### src/rtl/bin_to_bcd_seq_pkg.sv
// Shared definitions for the sequential binary-to-BCD converter feeding the
// seven-segment display digit word.
package bin_to_bcd_seq_pkg;

  typedef enum logic {
    ST_IDLE  = 1'b0,
    ST_SHIFT = 1'b1
  } bcdState_e;

  localparam logic [3:0] BCD_ERR_NIBBLE = 4'hE;

  // Largest value representable in the given number of decimal digits.
  function automatic int bcd_max(input int digits);
    int acc;
    acc = 1;
    for (int i = 0; i < digits; i++) acc = acc * 10;
    return acc - 1;
  endfunction

endpackage

### src/rtl/bin_to_bcd_seq_digit_adjust.sv
// Double-dabble digit correction: a nibble of 5 or more gets +3 before the
// next left shift so that it carries correctly into the next decimal digit.
module bcd_digit_adjust (
  input  logic [3:0] nibIn,
  output logic [3:0] nibOut
);

  assign nibOut = (nibIn >= 4'd5) ? nibIn + 4'd3 : nibIn;

endmodule

### src/rtl/bin_to_bcd_seq.sv
// Sequential shift-and-add-3 converter, one input bit per clock; the packed
// BCD output only changes on completion so the display never sees partials.
module bin_to_bcd_seq
  import bin_to_bcd_seq_pkg::*;
#(
  parameter int IN_WIDTH = 14,
  parameter int DIGITS   = 4
) (
  input  logic                  i_clk,
  input  logic                  i_rst,
  input  logic                  i_start,
  input  logic [IN_WIDTH-1:0]   i_bin,
  output logic                  o_busy,
  output logic                  o_done,
  output logic [4*DIGITS-1:0]   o_bcd,
  output logic                  o_overflow
);

  localparam int          CNT_W   = $clog2(IN_WIDTH + 1);
  localparam int          BCD_W   = 4 * DIGITS;
  localparam logic [31:0] BIN_MAX = 32'(bcd_max(DIGITS));

  bcdState_e           state, stateNext;
  logic [CNT_W-1:0]    bitCnt;
  logic [IN_WIDTH-1:0] shiftReg;
  logic [BCD_W-1:0]    scratch;
  logic [BCD_W-1:0]    adjusted;
  logic [BCD_W-1:0]    shifted;
  logic                ovfPend;
  logic                ovfNow;
  logic                accept;
  logic                finish;

  // Overflowing results are replaced by an all-E word on the display.
  function automatic logic [BCD_W-1:0] satBcd(input logic ovf,
                                              input logic [BCD_W-1:0] bcd);
    return ovf ? {DIGITS{BCD_ERR_NIBBLE}} : bcd;
  endfunction

  for (genvar d = 0; d < DIGITS; d++) begin : gAdj
    bcd_digit_adjust uAdj (
      .nibIn  (scratch[4*d +: 4]),
      .nibOut (adjusted[4*d +: 4])
    );
  end

  assign shifted = {adjusted[BCD_W-2:0], shiftReg[IN_WIDTH-1]};
  assign ovfNow  = ({{(32-IN_WIDTH){1'b0}}, i_bin} > BIN_MAX);
  assign o_busy  = (state == ST_SHIFT);

  always_comb begin
    stateNext = state;
    accept    = 1'b0;
    finish    = 1'b0;
    case (state)
      ST_IDLE: begin
        if (i_start) begin
          accept    = 1'b1;
          stateNext = ST_SHIFT;
        end
      end
      ST_SHIFT: begin
        if (bitCnt == CNT_W'(1)) begin
          finish    = 1'b1;
          stateNext = ST_IDLE;
        end
      end
    endcase
  end

  // Control and visible result: reset aborts any conversion in flight.
  always_ff @(posedge i_clk) begin
    if (i_rst) begin
      state      <= ST_IDLE;
      bitCnt     <= '0;
      o_done     <= 1'b0;
      o_bcd      <= '0;
      o_overflow <= 1'b0;
    end else begin
      state  <= stateNext;
      o_done <= finish;
      if (accept) begin
        bitCnt <= CNT_W'(IN_WIDTH);
      end else if (state == ST_SHIFT) begin
        bitCnt <= bitCnt - CNT_W'(1);
      end
      if (finish) begin
        o_bcd      <= satBcd(ovfPend, shifted);
        o_overflow <= ovfPend;
      end
    end
  end

  // Working registers are fully reloaded on every accepted request.
  always_ff @(posedge i_clk) begin
    if (accept) begin
      shiftReg <= i_bin;
      scratch  <= '0;
      ovfPend  <= ovfNow;
    end else if (state == ST_SHIFT) begin
      shiftReg <= shiftReg << 1;
      scratch  <= shifted;
    end
  end

endmodule

### config.mk
export PLATFORM = sky130hd
export DESIGN_NAME = bin_to_bcd_seq
export DESIGN_NICKNAME = d
export VERILOG_FILES = /design/src/rtl/bin_to_bcd_seq_pkg.sv /design/src/rtl/bin_to_bcd_seq_digit_adjust.sv /design/src/rtl/bin_to_bcd_seq.sv
export SDC_FILE = /design/constraint.sdc
export NUM_CORES = 1
export LEC_CHECK = 0
export CAP_MARGIN = 20
export CORE_AREA = 2 2 70 72
export DETAILED_ROUTE_END_ITERATION = 10
export DIE_AREA = 0 0 72 74
export HOLD_SLACK_MARGIN = 0.03
export PLACE_DENSITY = 0.79
export SETUP_SLACK_MARGIN = 0.02
export SYNTH_ARGS = -nofsm -noshare
export SYNTH_HDL_FRONTEND = slang
export SYNTH_SLANG_ARGS = --single-unit
### constraint.sdc
create_clock -name i_clk -period 3.4 [get_ports i_clk]
set_input_delay 0.68 -clock i_clk [delete_from_list [all_inputs] [get_ports i_clk]]
set_output_delay 0.68 -clock i_clk [all_outputs]
set_load 0.02 [all_outputs]
Word level (Yosys, flattened, before mapping)
Index checks and enable logic that the tools add are counted.
{ "classes": {"n_addsub": 5, "magnitude_cmp": 5, "n_eq_ne": 1, "mux": 15, "n_bitwise": 1, "reduce_logical": 2} }
{ "op_table": {"columns": ["cell", "n"], "rows": [
  ["14-bit two-way mux", 2],
  ["4-bit two-way mux", 5],
  ["4-bit by 3-bit greater-or-equal comparator with 1-bit output (second input constant)", 4],
  ["16-bit two-way mux", 1],
  ["14-bit greater-than comparator (second input constant)", 1],
  ["4-bit by 2-bit adder with 4-bit output (second input constant)", 3],
  ["1-bit two-way mux", 5],
  ["4-bit by 1-bit == test with 1-bit output (second input constant)", 1],
  ["4-bit by 1-bit subtractor with 4-bit output (second input constant)", 1],
  ["3-bit by 2-bit adder with 3-bit output (second input constant)", 1],
  ["3-bit two-way mux", 1],
  ["1-bit case mux with 2 select lines", 1],
  ["2-bit nonzero test", 1],
  ["2-bit OR reduction", 1],
  ["1-bit inverter", 1]
]} }
{ "word_totals": {"regBits": 54, "in_bits": 17, "output_inout_bits": 19, "word_cells": 38} }

Longest topological paths before layout
Gate-level depths: netlist of the first run.
{ "depth": {"depth_word": 3, "ltp_mapped": 7, "ltp_nobuf": 6} }

Cells and area by module
From an unflattened synthesis of the first run, not the netlist that was laid out.
{ "unflattened": {"hier_cells": 273, "hier_area_um2": 2532.4} }
{ "by_module_without_submodules": {"columns": ["mod", "instances", "cells_per_inst", "area_each_um2", "seq_area_each_um2"], "rows": [
  ["bin_to_bcd_seq", 1, 209, 2127.0, 1231.2],
  ["bcd_digit_adjust", 4, 16, 101.3, 0.0]
]} }

Worst setup path after synthesis of the first run
OpenSTA, ideal clock, no wires.
{ "synth_timing": {"path_type": "input-to-reg", "start": "input i_start", "end": "register shiftReg[10], data pin", "setup_time_ns": 0.260, "arrival_time_ns": 1.853, "t_required_ns": 3.140, "path_slack_ns": 1.287, "cell_stages": 5, "path_buffers": 3, "path_cell_list": "clkbuf_1 > nor2b_1 > clkbuf_1 > buf_2 > mux2_2"} }
{ "synth_via": {"elab_chain_cells": 3} }
{ "synth_lines": {"columns": ["element", "line_no", "source"], "rows": [
  ["from (decl)", "bin_to_bcd_seq.sv:11", "input logic i_start,"],
  ["1-bit two-way mux", "bin_to_bcd_seq.sv:57", "if (i_start) begin"],
  ["1-bit two-way mux", "bin_to_bcd_seq.sv:55", "case (state)"],
  ["net accept", "bin_to_bcd_seq.sv:31", "logic accept;"],
  ["14-bit two-way mux", "bin_to_bcd_seq.sv:96", "if (accept) begin"],
  ["to (signal assigned)", "bin_to_bcd_seq.sv:97", "shiftReg <= i_bin;"],
  ["to (signal assigned)", "bin_to_bcd_seq.sv:101", "shiftReg <= shiftReg << 1;"],
  ["to (decl)", "bin_to_bcd_seq.sv:25", "logic [IN_WIDTH-1:0] shiftReg;"]
]} }
The timed path passes the listed nets, and every way through them passes these cells.
A chain may end at the register's enable or synchronous reset.

Final worst setup path of the first run
{ "layout_timing": {"start": "register state, in the netlist o_busy", "end": "output o_busy"} }
{ "layout_lines": {"columns": ["element", "line_no", "source"], "rows": [
  ["from (decl)", "bin_to_bcd_seq.sv:23", "bcdState_e state, stateNext;"],
  ["from (signal assigned)", "bin_to_bcd_seq.sv:80", "state <= stateNext;"],
  ["to (decl)", "bin_to_bcd_seq.sv:13", "output logic o_busy,"]
]} }
No word-level cell between the ends.

==> impl_metrics.env, run 1 <==
export IMPL_status="finished, final reports clean"
export IMPL_hold_viol_final=0
export IMPL_htreeDepth=2
export IMPL_place_gp_congestion=0.761
export IMPL_maxSlewHeadroom_pct=56.8
export IMPL_ios=36
export IMPL_post_drt_wl_per_cell_um=13.6
export IMPL_r2r_start="o_busy"
export IMPL_cts_root_buffer="clkbuf_8"
export IMPL_grt_max_degree=27
export IMPL_crit_type="flip-flop to primary output"
export IMPL_die_h_um=74
export IMPL_worstPathArrival_ns=1.59
export IMPL_yosysMostFrequentCell="dfxtp_1"
export IMPL_cts_tree="done"
export IMPL_skew_ns=0.0106
export IMPL_grt_pass1_vias=1684
export IMPL_fin_crit_sh_pct=66.6
export IMPL_cp_end_kind="primary output"
export IMPL_detail_route_antenna_nets=0
export IMPL_grt_pass1_wl_mm=7.48
export IMPL_syn_area_um2=2410
export IMPL_die_w_um=72
export IMPL_regArea_um2=1230
export IMPL_finalSetupViolCount=0
export IMPL_synth_cells=236
export IMPL_syn2layout_area_growth_pct=20.0
export IMPL_cp_max_fo=26
export IMPL_cp_start_kind="flip-flop"
export IMPL_gr_usage_all_layers_pct=18.5
export IMPL_nets=296
export IMPL_synth_seq_cells=54
export IMPL_cts_buffer_depth=2
export IMPL_hold_buffers=0
export IMPL_crit_buf_inv=2
export IMPL_yosysSeqAreaShare_pct=51.1
export IMPL_path_cells="buf_4, clkdlybuf4s50_1"
export IMPL_yosys_area_top_type_share_pct=32.4
export IMPL_p_leak_uw=0.00107
export IMPL_finalWorstSetupSlack_ns=1.13
export IMPL_synth_area_leader_cell="dfxtp_1"
export IMPL_fmax_mhz=441
export IMPL_synthTopCellsByCount="dfxtp_1, nor2_1, nand2_1, edfxtp_1, mux2_2"
export IMPL_min_from="o_overflow"
export IMPL_dpl_hpwl_mm=3.21
export IMPL_avgSynthCellArea_um2=10.2
export IMPL_dr_pass1_iters=4
export IMPL_max_stage_delay_ns=0.65
export IMPL_synthTopCellsByArea="dfxtp_1, edfxtp_1, mux2_2, ha_1, nor2_1"
export IMPL_grt_overflow=0
export IMPL_synth_edf_count=15
export IMPL_required_ns=2.72
export IMPL_fillers=375
export IMPL_async_flop_share_pct=0
export IMPL_postCtsResizedCells=0
export IMPL_vias_per_cell=5.50
export IMPL_clk_pin_slew_ns=0.09
export IMPL_dp_slack_ns=0.854
export IMPL_ir_worst_vdd_mv=0.241
export IMPL_n_antenna_cell=0
export IMPL_max_cap_violations=0
export IMPL_wl_mm=4.40
export IMPL_cts_sinks=54
export IMPL_portBuffers=35
export IMPL_worstSkewPairLatency_ns=0.30
export IMPL_std_cell_rows=25
export IMPL_multi_input_area_um2=1060
export IMPL_numCtsBuffers=5
export IMPL_drt_iter0_markers=75
export IMPL_min_period_ns=2.27
export IMPL_vias=1775
export IMPL_tns_ns=0
export IMPL_coreArea_um2=4600
export IMPL_startpoint="o_busy"
export IMPL_synth_cell_types=36
export IMPL_antenna_found_initial=0
export IMPL_crit_family="buffers and inverters"
export IMPL_critPathSlowestCell="clkdlybuf4s50_1"
export IMPL_yosys_most_used_dff="dfxtp_1"
export IMPL_syn_num_nets=263
export IMPL_yosysWarningCount=0
export IMPL_pwr_density_cell_nw_per_um2=433
export IMPL_worstMarginPinSlew_ns=0.639
export IMPL_rsz0062_at_grt="false"
export IMPL_post_cts_buffers=0
export IMPL_route_detailed_drc=0
export IMPL_initial_core_util_pct=52.4
export IMPL_die_area_um2=5330
export IMPL_hp_class="flip-flop to flip-flop"
export IMPL_drv_slew=0
export IMPL_drive_gt1_share_pct=11.2
[kinds of logic (layout without fill, tap and decap cells)]
| group | count (synthesis) | after routing | share of synthesized area (%) |
|---|---|---|---|
| buffers and inverters | 29 | 62 | 5.04 |
| AO/OA/AOI/OAI | 52 | 52 | 14.6 |
| multiplexers | 17 | 17 | 7.84 |
| adder cells (fa/ha/maj) | 10 | 10 | 5.19 |
| AND/OR/NAND/NOR | 68 | 68 | 14.1 |
| XOR/XNOR | 6 | 6 | 2.18 |
| flip-flops | 54 | 54 | 51.1 |
[layout by cell type (no fill, tap or decap), types with 2 or more instances in the layout]
cell type	instances
nor3b_1	7
inv_1	14
edfxtp_1	15
a211oi_1	8
o22ai_1	6
a21oi_1	12
o32ai_1	3
o21ai_0	5
dfxtp_1	39
clkdlybuf4s50_1	35
a21o_1	5
mux2_2	15
mux2i_1	2
o31a_1	6
buf_4	5
nor2_1	22
nand2_1	18
a22o_1	2
a31oi_1	2
nand2b_1	4
nor3_1	9
ha_1	10
o21bai_1	2
xnor2_1	6
clkbuf_8	6
[state kept, by name, indices dropped and copies added, names as in the netlist]
name	cells
bitCnt	4
ovfPend	1
o_done	1
o_bcd	16
scratch	16
o_overflow	1
shiftReg	14
o_busy	1
[cell type report]
cell class / instances / area share, %
clock buffers: 7 / 2.98
repair buffers: 40 / 13.4
well taps: 54 / 2.34
inverters: 15 / 1.95
multi-input cells: 153 / 36.8
flip-flops and latches: 54 / 42.6
[worst paths after layout]
path	slack (ns)	cells past startpoint	to
hold / removal	0.46	2	o_overflow
setup / recovery	1.13	2	o_busy
setup reg to reg	1.51	5	o_bcd[10]
hold reg to reg	0.46	2	o_overflow
[per-layer routing]
metal  GRT usage [%]  up-vias  part of all wire [%]
met4            7.55        0                   1.5
met1            21.5      815                    45
li1                -      897                     -
met2            32.7       57                    48
met5               0        -                     0
met3            4.74        6                   5.1
[through the flow]
stage          util, %  hold WS, ns  cell area, um2  power, uW  instances
2_1_floorplan        -        0.440            2410        859        236
3_3_place_gp      61.0        0.439            2810        911        316
3_5_place_dp      61.0        0.448            2810        916        316
4_1_cts           62.9        0.461            2890       1270        323
5_1_grt           62.9        0.484            2890       1310        323
6_report          62.9        0.458            2890       1250        323
[worst reg2reg max path, delay by kind of cell, from the launching register on]
| family | cells | cell delay (ns) |
|---|---|---|
| buf+inv | 2 | 0.60 |
| simple gates | 2 | 0.65 |
| compound gates | 1 | 0.21 |
| flops | 1 | 0.35 |
[report_power, final]
part	switching (uW)	internal, uW
Sequential	24.8	707
Combinational	81.7	85.7
Clock	192	162
Total	298	955
(Power assumes the default switching activity.)
==> inputs of run 2 (changes only) <==
--- a/config.mk
+++ b/config.mk
@@ -6,11 +6,11 @@
 export NUM_CORES = 1
 export LEC_CHECK = 0
 export CAP_MARGIN = 20
-export CORE_AREA = 2 2 70 72
+export CORE_AREA = 2 2 74 76
 export DETAILED_ROUTE_END_ITERATION = 10
-export DIE_AREA = 0 0 72 74
+export DIE_AREA = 0 0 76 78
 export HOLD_SLACK_MARGIN = 0.03
-export PLACE_DENSITY = 0.79
+export PLACE_DENSITY = 0.75
 export SETUP_SLACK_MARGIN = 0.02
 export SYNTH_ARGS = -nofsm -noshare
 export SYNTH_HDL_FRONTEND = slang
==> constraint.sdc (replaced) <==
create_clock -name i_clk -period 2 [get_ports i_clk]
set_input_delay 0.4 -clock i_clk [delete_from_list [all_inputs] [get_ports i_clk]]
set_output_delay 0.4 -clock i_clk [all_outputs]
set_load 0.02 [all_outputs]
==> impl_metrics.env, run 2 (synthesis results as in run 1) <==
export IMPL_status="finished, final reports clean"
export IMPL_fin_crit_sh_pct=86.6
export IMPL_nets=302
export IMPL_std_cell_rows=26
export IMPL_drv_slew=0
export IMPL_hold_buffers=0
export IMPL_fmax_mhz=578
export IMPL_cp_end_kind="primary output"
export IMPL_syn2layout_area_growth_pct=24.3
export IMPL_post_cts_buffers=0
export IMPL_vias_per_cell=5.32
export IMPL_post_drt_wl_per_cell_um=13.7
export IMPL_finalSetupViolCount=0
export IMPL_crit_type="flip-flop to primary output"
export IMPL_drt_iter0_markers=110
export IMPL_grt_pass1_vias=1816
export IMPL_power_switching_uw=572
export IMPL_met2_length_mm=2.36
export IMPL_cts_root_buffer="clkbuf_8"
export IMPL_fillers=469
export IMPL_hold_viol_final=0
export IMPL_internal_power_uw=1690
export IMPL_final_cell_mix="dfxtp_1, clkdlybuf4s50_1, nor2_1, nand2_1"
export IMPL_route_detailed_drc=0
export IMPL_tns_ns=0
export IMPL_grt_overflow=0
export IMPL_cp_max_fo=3
export IMPL_clk_pin_slew_ns=0.11
export IMPL_cts_sinks=54
export IMPL_worstPathArrival_ns=1.33
export IMPL_grt_max_degree=26
export IMPL_gr_usage_all_layers_pct=17.4
export IMPL_antenna_found_initial=0
export IMPL_max_stage_delay_ns=0.63
export IMPL_wl_mm=4.72
export IMPL_seq_power_share_pct=55.2
export IMPL_cp_start_kind="flip-flop"
export IMPL_highest_layer="met4"
export IMPL_postCtsResizedCells=0
export IMPL_grt_pass1_wl_mm=8.28
export IMPL_skew_ns=0.0187
export IMPL_dpl_hpwl_mm=3.49
export IMPL_hp_class="flip-flop to flip-flop"
export IMPL_critPathSlowestCell="clkdlybuf4s50_1"
export IMPL_rsz0062_at_grt="false"
export IMPL_maxSlewHeadroom_pct=77.0
export IMPL_portBuffers=35
export IMPL_p_comb_share_pct=13.3
export IMPL_cts_tree="done"
export IMPL_largest_registers="o_bcd (16), scratch (16), shiftReg (14)"
export IMPL_p_clk_share_pct=31.5
export IMPL_n_antenna_cell=0
export IMPL_required_ns=1.60
export IMPL_htreeDepth=2
export IMPL_min_period_ns=1.73
export IMPL_ios=36
export IMPL_dr_pass1_iters=4
export IMPL_dp_slack_ns=0.105
export IMPL_die_area_um2=5930
export IMPL_crit_family="buffers and inverters"
export IMPL_p_leak_uw=0.00112
export IMPL_crit_buf_inv=1
export IMPL_cts_buffer_depth=2
export IMPL_swShare_pct=25.3
export IMPL_numCtsBuffers=5
export IMPL_initial_core_util_pct=47.8
export IMPL_detail_route_antenna_nets=0
export IMPL_ir_worst_vdd_mv=0.400
export IMPL_worstMarginPinSlew_ns=0.345
export IMPL_path_cells="clkdlybuf4s50_1"
export IMPL_wl_met1_mm=2.04
export IMPL_final_common_cell="dfxtp_1"
export IMPL_die_h_um=78
export IMPL_max_cap_violations=0
export IMPL_vias=1839
export IMPL_drive_gt1_share_pct=13.8
export IMPL_pwr_density_cell_nw_per_um2=755
export IMPL_die_w_um=76
export IMPL_place_gp_congestion=0.768
export IMPL_routed_wl_met3_um=216
export IMPL_coreArea_um2=5040
export IMPL_worstSkewPairLatency_ns=0.32
export IMPL_finalWorstSetupSlack_ns=0.269
-- run 2: final cells by class --
class,instances,area (um2),area share (%)
flip-flops and latches,54,1230,41.1
multi-input cells,153,1060,35.5
repair buffers,46,445,14.9
clock buffers,6,93.8,3.13
well taps,70,87.6,2.92
inverters,15,56.3,1.88
clock inverters,2,17.5,0.585
-- run 2: layer usage --
metal / GRT usage (%) / vias to the layer above
met1: 20.4 / 870
met4: 7.45 / 0
met5: 0 / -
li1: - / 917
met3: 4.30 / 9
met2: 30.5 / 43
-- run 2: path summary, 6_finish.rpt --
kind | end | startpoint | slack (ns) | depth (start not counted)
setup / recovery | o_busy | o_busy | 0.27 | 1
hold / removal | o_overflow | o_overflow | 0.46 | 2
setup reg to reg | o_bcd[8] | bitCnt[1] | 0.29 | 5
hold reg to reg | o_overflow | o_overflow | 0.46 | 2
-- run 2: power by group through the flow --
stage	clock (uW)	combinational [uW]	sequential (uW)
after floorplan	0	195	1260
after global placement	0	293	1270
after detailed placement	0	302	1270
after CTS	724	303	1250
after global routing	781	334	1260
final	712	301	1250
-- run 2: metrics by stage --
step,hold WS [ns],util (%),instances,power [uW],instance area [um2]
after floorplan,0.440,-,236,1460,2410
after global placement,0.442,57.2,338,1560,2880
after detailed placement,0.453,57.2,338,1580,2880
after CTS,0.468,59.4,346,2280,3000
after global routing,0.507,59.4,346,2370,3000
final,0.465,59.4,346,2260,3000
